**config.mk**
```make
export PLATFORM = sky130hd
export DESIGN_NAME = uart_32_bit_tx
export DESIGN_NICKNAME = d
export VERILOG_FILES = /design/src/rtl/uart_pkg.sv /design/src/rtl/uart_bit_timer.sv /design/src/rtl/uart_32_bit_tx.sv
export SDC_FILE = /design/constraint.sdc
export NUM_CORES = 1
export LEC_CHECK = 0
export CAP_MARGIN = 40
export CORE_ASPECT_RATIO = 0.6
export CORE_MARGIN = 5
export CORE_UTILIZATION = 25
export DETAILED_ROUTE_END_ITERATION = 16
export PLACE_DENSITY = 0.55
export SLEW_MARGIN = 5
export SYNTH_ARGS = -nofsm -noshare
export SYNTH_HDL_FRONTEND = slang
export SYNTH_SLANG_ARGS = --single-unit
```
**constraint.sdc**
```tcl
create_clock -name clk -period 2.4 [get_ports clk]
set_clock_uncertainty 0.15 [all_clocks]
set_input_delay 0.48 -clock clk [delete_from_list [all_inputs] [get_ports clk]]
set_output_delay 0.48 -clock clk [all_outputs]
set_load 0.01 [all_outputs]
```
**src/rtl/uart_pkg.sv**
```systemverilog
// Shared UART definitions: line state encoding, oversampling default, idle level.
// The TX and RX sides both step through this state encoding.
package uart_pkg;

   localparam int unsigned OVERSAMPLE_DEF = 16;
   localparam logic        LINE_IDLE      = 1'b1;

   typedef enum logic [1:0] {
      IDLE  = 2'd0,
      START = 2'd1,
      DATA  = 2'd2,
      STOP  = 2'd3
   } uart_state_t;

   // Counter width that is never zero, so n=1 still yields a legal vector.
   function automatic int unsigned cnt_width(input int unsigned n);
      return (n > 1) ? $clog2(n) : 1;
   endfunction

endpackage

```
**src/rtl/uart_bit_timer.sv**
```systemverilog
// Counts baud_tick strobes and flags the tick that completes a bit period.
module uart_bit_timer
   import uart_pkg::*;
#(
   parameter int unsigned TICKS = OVERSAMPLE_DEF
) (
   input  logic clk,
   input  logic rst_n,
   input  logic clear,
   input  logic tick,
   output logic bit_end_c
);

   localparam int unsigned CNT_W = cnt_width(TICKS);

   logic [CNT_W-1:0] tick_cnt;

   assign bit_end_c = tick && !clear && (tick_cnt == CNT_W'(TICKS - 1));

   // Wraps to zero on the last tick of a bit so the next bit starts clean.
   always_ff @(posedge clk or negedge rst_n) begin
      if (!rst_n) begin
         tick_cnt <= '0;
      end else if (clear || bit_end_c) begin
         tick_cnt <= '0;
      end else if (tick) begin
         tick_cnt <= tick_cnt + CNT_W'(1);
      end
   end

endmodule

```
**src/rtl/uart_32_bit_tx.sv**
```systemverilog
// UART transmitter: one word per handshake, framed as start, LSB-first data, stop bits.
// All outputs are registered from next-state values, so nothing combinational reaches tx or done.
module uart_32_bit_tx
   import uart_pkg::*;
#(
   parameter int unsigned DATA_WIDTH = 32,
   parameter int unsigned OVERSAMPLE = OVERSAMPLE_DEF,
   parameter int unsigned STOP_BITS  = 1
) (
   input  logic                  clk,
   input  logic                  rst_n,
   input  logic                  baud_tick,
   input  logic                  tx_valid,
   input  logic [DATA_WIDTH-1:0] tx_data,
   output logic                  tx_ready,
   output logic                  tx,
   output logic                  busy,
   output logic                  done
);

   localparam int unsigned IDX_W  = cnt_width(DATA_WIDTH);
   localparam int unsigned STOP_W = cnt_width(STOP_BITS);

   uart_state_t           state, state_nxt;
   logic [DATA_WIDTH-1:0] shift, shift_nxt;
   logic [IDX_W-1:0]      bit_idx, bit_idx_nxt;
   logic [STOP_W-1:0]     stop_cnt, stop_cnt_nxt;
   logic                  tx_nxt, ready_nxt, busy_nxt, done_nxt;
   logic                  accept_c, bit_end_c, timer_clear_c;

   assign accept_c      = tx_valid && tx_ready;
   assign timer_clear_c = (state == IDLE);

   uart_bit_timer #(
      .TICKS (OVERSAMPLE)
   ) u_bit_timer (
      .clk       (clk),
      .rst_n     (rst_n),
      .clear     (timer_clear_c),
      .tick      (baud_tick),
      .bit_end_c (bit_end_c)
   );

   always_ff @(posedge clk or negedge rst_n) begin
      if (!rst_n) begin
         state    <= IDLE;
         shift    <= '0;
         bit_idx  <= '0;
         stop_cnt <= '0;
         tx       <= LINE_IDLE;
         tx_ready <= 1'b1;
         busy     <= 1'b0;
         done     <= 1'b0;
      end else begin
         state    <= state_nxt;
         shift    <= shift_nxt;
         bit_idx  <= bit_idx_nxt;
         stop_cnt <= stop_cnt_nxt;
         tx       <= tx_nxt;
         tx_ready <= ready_nxt;
         busy     <= busy_nxt;
         done     <= done_nxt;
      end
   end

   always_comb begin
      state_nxt    = state;
      shift_nxt    = shift;
      bit_idx_nxt  = bit_idx;
      stop_cnt_nxt = stop_cnt;
      done_nxt     = 1'b0;
      tx_nxt       = LINE_IDLE;

      case (state)
         IDLE: begin
            if (accept_c) begin
               state_nxt = START;
               shift_nxt = tx_data;
            end
         end
         START: begin
            if (bit_end_c) begin
               state_nxt   = DATA;
               bit_idx_nxt = '0;
            end
         end
         DATA: begin
            if (bit_end_c) begin
               shift_nxt = shift >> 1;
               if (bit_idx == IDX_W'(DATA_WIDTH - 1)) begin
                  state_nxt    = STOP;
                  stop_cnt_nxt = '0;
               end else begin
                  bit_idx_nxt = bit_idx + IDX_W'(1);
               end
            end
         end
         STOP: begin
            if (bit_end_c) begin
               if (stop_cnt == STOP_W'(STOP_BITS - 1)) begin
                  state_nxt    = IDLE;
                  stop_cnt_nxt = '0;
                  done_nxt     = 1'b1;
               end else begin
                  stop_cnt_nxt = stop_cnt + STOP_W'(1);
               end
            end
         end
         default: state_nxt = IDLE;
      endcase

      case (state_nxt)
         START:   tx_nxt = 1'b0;
         DATA:    tx_nxt = shift_nxt[0];
         default: tx_nxt = LINE_IDLE;
      endcase

      // Ready is withheld during the done cycle so done and an accept never coincide.
      busy_nxt  = (state_nxt != IDLE);
      ready_nxt = (state_nxt == IDLE) && !done_nxt;
   end

endmodule
```
### After elaboration in Yosys (flattened, before gate mapping)

Cells that the tools add are included.

* add/subtract/negate cells: 3
* eq/ne operators: 13
* muxes and demuxes: 25
* reductions and logical operators: 17

Operator list (number)
* 32-bit two-way mux: 2
* 32-bit case mux with 2 select lines: 1
* 5-bit two-way mux: 3
* 2-bit two-way mux: 6
* 5-bit case mux with 2 select lines: 1
* 2-bit nonzero test: 5
* 4-bit two-way mux: 2
* 2-bit case mux with 4 select lines: 1
* 4-bit AND reduction: 2
* 1-bit two-way mux: 7
* 2-bit == test (second input constant): 3
* 2-bit by 1-bit inequality test with 1-bit output (second input constant): 3
* 2-bit inequality test (second input constant): 3
* 5-bit by 1-bit adder with 5-bit output (second input constant): 1
* 5-bit == test (second input constant): 1
* 4-bit by 1-bit adder with 4-bit output (second input constant): 1
* 2-bit by 1-bit == test with 1-bit output (second input constant): 2
* 4-bit == test (second input constant): 1
* 1-bit logical AND: 4
* 2-bit logical NOT: 2
* 1-bit case mux with 2 select lines: 2
* 3-bit AND reduction: 1
* 1-bit logical NOT: 2
* 1-bit adder (second input constant): 1
* 1-bit logical OR: 1

* bits in registers: 48
* input bits: 36
* output and inout bits: 4
* word-level logic and storage cells: 68

### Logic depth before layout (Yosys ltp)

Gate-level depths: netlist of the first run.

* depth in word-level cells: 8
* depth in mapped cells: 7
* gate-level depth less buffers: 7

### Modules after synthesis

A second synthesis of the first run with hierarchy kept.

* cells, all modules: 188
* area total of the unflattened synthesis: 2227.1 um^2

Modules (own cells, without submodules)
* uart_32_bit_tx: instances 1, cells each 167, area an instance 2023.2 um^2, seq. area each 1078.5 um^2
* uart_bit_timer: instances 1, cells each 21, area an instance 203.9 um^2, seq. area each 100.1 um^2

### Worst setup path after synthesis of the first run

No wires, ideal clock.

* path type: register to register
* from: reg bit_idx[0]
* to: reg bit_idx[3]
* setup time: 83 ps
* arrival: 1616 ps
* required time: 2167 ps
* slack: 552 ps
* cell stages (with the launch flop): 8
* path buffers: 0
* clock period less this slack: 1848 ps
* cell sequence: dfrtp_1 ha_1 and3_1 ha_1 and4b_1 nor3b_1 a22oi_1 o21ai_0

* word-level cells in the longest chain between the ends: 4
* elaborated cells on any way between the ends: 7
* those cells by class: add/sub (1); eq/ne (2); mux (3); reduce/logical (1)

Ends and longest elaborated chain
* start, declared: line uart_32_bit_tx.sv:26 `logic [IDX_W-1:0] bit_idx, bit_idx_nxt;`
* start signal, assigned: line uart_32_bit_tx.sv:57 `bit_idx <= bit_idx_nxt;`
* 5-bit by 1-bit adder with 5-bit output: line uart_32_bit_tx.sv:94 `bit_idx_nxt = bit_idx + IDX_W'(1);`
* 5-bit two-way mux: line uart_32_bit_tx.sv:90 `if (bit_idx == IDX_W'(DATA_WIDTH - 1)) begin`
* 5-bit two-way mux: line uart_32_bit_tx.sv:88 `if (bit_end_c) begin`
* 5-bit case mux with 2 select lines: line uart_32_bit_tx.sv:74 `case (state)`

Several ways; a longest one is shown, not always the timed one. The select of a mux whose other input is x is not followed.
A chain may end at the register's enable or synchronous reset.

### Final worst setup path of the first run

Ends and elaborated chain as after synthesis.

==> flow_summary.ini, run 1 <==
[worst_setup_path]
crit_fanout = 6
endpoint_kind = register
startpoint_type = register
path_class = register to register
r2r_slack_ns = 0.32
crit_required_ns = 2.41
worst_ep_arrival_time_ns = 2.10

[yosys]
synth_cells = 217
synth_area_per_cell_sq_um = 10.56
yosysWarningCount = 0
yosys.area.top_type = dfrtp_1
synth_area_leaders = dfrtp_1 (49%), a22oi_1 (11%), o21ai_2 (8.0%), inv_1 (5.2%), o21ai_0 (3.1%)
syn-cell-area_sq_um = 2291
async_flop_share = 1.000
synth_ff_type = dfrtp_1
synth-edff-count = 0
synth_cell_types = 39
synthDominantCellAreaShare = 0.4915
synth_seq_cells = 47
synth_nets = 256
ys_seq_area_frac = 0.5145

[clock_tree]
clk_pin_slew_ns = 0.06
cts_tree = built
clock_path_buffers = 2
numCtsBuffers = 5
cts_max_level = 2
clkSinkCount = 47
post_cts_buffers = 0
cts_resized = 0
clk_latency_ns = 0.29
cts-root-buf = clkbuf_16

[final_layout]
num-nets-final = 298
n_fill_cell = 942
drive_gt1_frac = 0.1731
antennaDiodeCount = 0
layout_commonest_cell = dfrtp_1
syn2layout_area_growth_pct = 31.73
final_cell_mix = dfrtp_1 (45), clkdlybuf4s50_1 (38), a22oi_1 (34)
multiInputGateArea_sq_um = 907.1
seq_area_sq_um = 1179

[pwr]
clockPowerShare = 0.272
seqPwrFrac = 0.464
vdd_drop_max_mv = 0.3204
combPwrFrac = 0.264
power_switching_mw = 0.9220
internal_power_mw = 2.068
power.leakage_nw = 1.284
total_power_mw = 2.990
power_density_nw_per_um2 = 990.6
sw_frac_of_total = 0.3084

[detailed_routing]
routedWlPerCell_um = 13.78
initialDrtViolationCount = 66
first_pass_iters = 4
routed_wl_um = 5183
vias = 1720
drc = 0
viasPerCell = 4.574
ant_nets = 0

[global_route]
grt_pass1_wl_um = 9197
grt_pass1_vias = 1847
grt_max_degree = 43
grt_antenna_before_repair = 0
gr-usage-all-layers = 0.1010
overflow = 0

[place]
io_buffers = 39
dp_hpwl_um = 3572
pre_cts_ws_ns = 0.1667
routabilityCongestion = 0.7044

[run]
drv_cap = 0

[hold_path]
worst_hold_path_type = register to register

[floorplan]
rows = 27
fp.dieW_um = 133.6
die_h_um = 84.15
ios = 40
initial_core_util = 0.2530
coreArea_sq_um = 9054
die-area_sq_um = 11240

[sta]
worstMarginPinSlew_ns = 0.6425
period_minus_slack_ns = 2.083
hold_viol_final = 0
setup_violations = 0
layout_setup_ws_ns = 0.3172
fmax_mhz = 480.1
relSlewSlack = 0.5717
slew_viol_final = 0
rsz0062_at_grt = no
post-route-period-util = 0.8678
fin_setup_tns_ns = 0

[run_status]
status = complete, no violations
==> cell families after synthesis <==
kind of cell / count (synthesis) / share of synthesized area
AOI/OAI and AO/OA: 85 / 0.2693
xor gates and xnor gates: 4 / 0.01529
buffers and inverters: 45 / 0.09175
adders and majority gates: 3 / 0.01639
muxes: 2 / 0.009284
and+or+nand+nor: 31 / 0.08358
DFF: 47 / 0.5145
==> cells in the mapped netlist (2+ instances only) <==
cell and n:
nor2_1 7, inv_1 32, ha_1 3, a22oi_1 34, nand3_1 2, o21ai_2 21
dfstp_2 2, and3_1 3, buf_4 3, buf_6 3, nor3_1 2, buf_2 6
o21ai_0 14, xnor2_1 2, xor2_1 2, a21oi_1 5, dfrtp_1 45, a211oi_1 2
nand2_1 6, o21ai_1 4
==> area by class of cell <==
cell class,instances,area share
Clock buffer,6,0.04602
Inverter,32,0.03980
Clock inverter,2,0.01161
Timing Repair Buffer,48,0.1634
Tap cell,116,0.04809
Sequential cell,47,0.3905
Multi-Input combinational cell,125,0.3006
==> sequential cells by signal (all words and copies together) (netlist names) <==
register	cells
tx	1
bit_idx	5
u_bit_timer.tick_cnt	4
tx_ready	1
state	2
done	1
shift	32
busy	1
==> metal layers <==
layer | global-route usage | up-vias | share of wire
li1 | - | 845 | -
met1 | 0.1447 | 821 | 0.53
met2 | 0.1413 | 46 | 0.40
met3 | 0.03713 | 8 | 0.059
met4 | 0.03081 | 0 | 0.014
met5 | 0 | - | 0
==> stage by stage <==
stage	util	std cells	area, sq um	hold WS, ns
after floorplan	-	217	2291	0.03441
after global placement	0.3130	367	2834	0.1673
after detailed placement	0.3130	367	2834	0.1720
after CTS	0.3333	376	3018	0.3689
after global routing	0.3333	376	3018	0.3917
final	0.3333	376	3018	0.3701
==> final timing paths <==
check                      depth (start not counted)        from    endpoint
max                                                7  bit_idx[0]  bit_idx[3]
min                                                2    shift[3]    shift[2]
max reg2reg                                        7  bit_idx[0]  bit_idx[3]
min reg2reg                                        2    shift[3]    shift[2]
max in group asynchronous                          3       rst_n    shift[6]
min in group asynchronous                          2       rst_n    state[1]
==> power by group through the flow <==
| stage | Combinational (mW) | Clock (mW) | Sequential, mW |
|---|---|---|---|
| after floorplan | 0.580 | 0 | 1.33 |
| after global placement | 0.780 | 0 | 1.39 |
| after detailed placement | 0.799 | 0 | 1.40 |
| after CTS | 0.804 | 0.834 | 1.39 |
| after global routing | 0.909 | 0.864 | 1.44 |
| final | 0.789 | 0.813 | 1.39 |
==> worst max-delay path, stage by stage (launching register included) <==
cell and delay (ns):
dfrtp_1 0.42, ha_1 0.24, and3_1 0.19, ha_1 0.25, and4b_1 0.30, a21oi_1 0.09, o21ai_0 0.20, o21ai_0 0.12
==> timing repair <==
action | CTS | global route
hold endpoints to repair | 3 | 0
hold buffers | 1 | 0
setup endpoints to repair | 0 | 0
Note: power is estimated with default switching activity, not from simulation.
==> inputs of run 2 (changes only) <==
--- a/config.mk
+++ b/config.mk
@@ -9,9 +9,11 @@
 export CORE_ASPECT_RATIO = 0.6
 export CORE_MARGIN = 5
 export CORE_UTILIZATION = 25
+export CTS_BUF_LIST = sky130_fd_sc_hd__clkbuf_4 sky130_fd_sc_hd__clkbuf_8 sky130_fd_sc_hd__clkbuf_16
 export DETAILED_ROUTE_END_ITERATION = 16
 export PLACE_DENSITY = 0.55
 export SLEW_MARGIN = 5
 export SYNTH_ARGS = -nofsm -noshare
 export SYNTH_HDL_FRONTEND = slang
+export SYNTH_HIERARCHICAL = 1
 export SYNTH_SLANG_ARGS = --single-unit
==> run 2 against run 1 <==
First-iteration DRC count increased by 52%. Clock-buffer cell count increased by 1. Worst setup slack got worse by 0.088 ns. Wire length decreased by 1.9%. Fmax decreased by 4.0%. Combinational power decreased by 30%. Sequential power decreased by 6%. Die area decreased by 2.5%. Cell area decreased by 3.4%. Critical path depth unchanged. Area after synthesis decreased by 2.8%. Hold slack got worse by 0.22 ns.
==> flow_summary.ini, run 2 <==
[worst_setup_path]
rr_endpoint = bit_idx[3]
critPathLaunch = u_bit_timer/tick_cnt[0]
endpoint_kind = register
crit_required_ns = 2.47
worst-r2r-cell-count = 7
crit_fanout = 7
startpoint_type = register
worst_ep_arrival_time_ns = 2.24
endpoint = bit_idx[3]
path_class = register to register
r2r_slack_ns = 0.23
r2r_start = u_bit_timer/tick_cnt[0]

[floorplan]
ios = 40
coreArea_sq_um = 8588
initial_core_util = 0.2593
rows = 26
die-area_sq_um = 10960
fp.dieW_um = 131.9
die_h_um = 83.11

[clock_tree]
cts-root-buf = clkbuf_16
post_cts_buffers = 0
numCtsBuffers = 5
clk_latency_ns = 0.28
clk_pin_slew_ns = 0.07
cts_resized = 0
clkSinkCount = 47
cts_max_level = 2
cts_tree = built
clock_path_buffers = 2
cts_hold_buf = 0

[yosys]
synth_cell_types = 42
synth_area_leaders = dfrtp_1 (51%), a22o_1 (12%), a21o_1 (10%), dfstp_2 (2.4%), buf_4 (2.0%)
synthMostInstantiatedCell = dfrtp_1
async_flop_share = 1.000
synth_nets = 227
yosysWarningCount = 6
synth_area_per_cell_sq_um = 11.85
synthDominantCellAreaShare = 0.5056
synth_seq_cells = 47
ys_seq_area_frac = 0.5292
synth_common_cells = dfrtp_1 (45), a22o_1 (31), a21o_1 (30)
yosys.area.top_type = dfrtp_1
synth-edff-count = 0
synth_cells = 188
synth_ff_type = dfrtp_1
syn-cell-area_sq_um = 2227

[detailed_routing]
first_pass_iters = 4
routed_wl_um = 5084
initialDrtViolationCount = 100
drc = 0
ant_nets = 0
viasPerCell = 4.738
routedWlPerCell_um = 14.78
vias = 1630

[pwr]
vdd_drop_max_mv = 0.4600
power_density_nw_per_um2 = 891.7
power.leakage_nw = 1.438
total_power_mw = 2.598

[sta]
relSlewSlack = 0.5874
period_minus_slack_ns = 2.171
setup_violations = 0
post-route-period-util = 0.9044
worstMarginPinSlew_ns = 0.6189
hold_viol_final = 0
slew_viol_final = 0
layout_setup_ws_ns = 0.2295
fin_hold_ws_ns = 0.1455
rsz0062_at_grt = no
fin_setup_tns_ns = 0
fmax_mhz = 460.7

[hold_path]
worst_hold_path_type = input pin to async pin

[place]
io_buffers = 39
pre_cts_ws_ns = 0.03587
routabilityCongestion = 0.7500
dp_hpwl_um = 3513

[final_layout]
utilization = 0.3393
regMostFlops = shift
layout_commonest_cell = dfrtp_1
largest_register_ffs = 32
top_regs = shift: 32 flops, bit_idx: 5 flops, u_bit_timer/tick_cnt: 4 flops
final_cell_mix = dfrtp_1 (45), clkdlybuf4s50_1 (38), a22o_1 (31)
syn2layout_area_growth_pct = 30.84
drive_gt1_frac = 0.1121
num-nets-final = 270
antennaDiodeCount = 0

[global_route]
grt_pass1_wl_um = 8507
overflow = 0
grt_antenna_before_repair = 0
gr-usage-all-layers = 0.09401
grt_pass1_vias = 1678
grt_max_degree = 48

[run_status]
status = complete, no violations

[run]
drv_cap = 0
## run 2: worst min path at each step
stage / startpoint / end
6_report: rst_n / shift[25]
5_1_grt: rst_n / shift[22]
4_1_cts: rst_n / shift[25]
3_5_place_dp: shift[22] / shift[22]
3_3_place_gp: shift[8] / shift[8]
2_1_floorplan: rst_n / bit_idx[0]
## run 2: worst max-delay path: stages (launching register included)
cell,delay [ns]
dfrtp_1,0.41
ha_1,0.21
nand3_1,0.14
nor3b_1,0.36
buf_4,0.21
nand2_1,0.07
or4_1,0.48
nand3_1,0.09
## run 2: kinds of logic (layout without fill, tap and decap cells)
family | Yosys count | after routing | share of synthesized area
compound gates | 83 | 83 | 0.2949
buf+inv | 17 | 61 | 0.05393
xor+xnor | 2 | 2 | 0.007867
mux | 1 | 1 | 0.004495
simple gates | 35 | 35 | 0.09270
flops | 47 | 47 | 0.5292
fa+ha+maj | 3 | 3 | 0.01686
## run 2: layout make-up
class	instances	area (sq um)
Fill cell	866	5674
Sequential cell	47	1179
Multi-Input combinational cell	124	943.4
Timing Repair Buffer	50	480.5
Clock buffer	7	152.6
Tap cell	112	140.1
Inverter	3	11.26
Clock inverter	1	7.507
## run 2: stage by stage
| step | std cells | cell area (sq um) |
|---|---|---|
| 2_1_floorplan | 188 | 2227 |
| 6_report | 344 | 2914 |
| 4_1_cts | 344 | 2914 |
| 3_5_place_dp | 336 | 2754 |
| 5_1_grt | 344 | 2914 |
| 3_3_place_gp | 336 | 2754 |
## run 2: where the power goes
part           internal (mW)  total, mW  switching (mW)
logic                  0.342      0.553           0.211
registers               1.11       1.31           0.199
clock network          0.443      0.732           0.289
total                   1.90       2.60           0.699
## run 2: layer usage
| layer | vias to the layer above | global-route usage | share of wire |
|---|---|---|---|
| met4 | 0 | 0.01401 | 0.0061 |
| met5 | - | 0 | 0 |
| met2 | 28 | 0.1271 | 0.39 |
| met3 | 4 | 0.03925 | 0.050 |
| li1 | 798 | - | - |
| met1 | 800 | 0.1408 | 0.56 |
==> inputs of run 3 (changes only) <==
--- a/config.mk
+++ b/config.mk
@@ -5,6 +5,7 @@
 export SDC_FILE = /design/constraint.sdc
 export NUM_CORES = 1
 export LEC_CHECK = 0
+export ABC_CLOCK_PERIOD_IN_PS = 2400
 export CAP_MARGIN = 40
 export CORE_ASPECT_RATIO = 0.6
 export CORE_MARGIN = 5
==> results of run 3 <==
The final DEF is identical to that of run 2; final timing and power are the same.
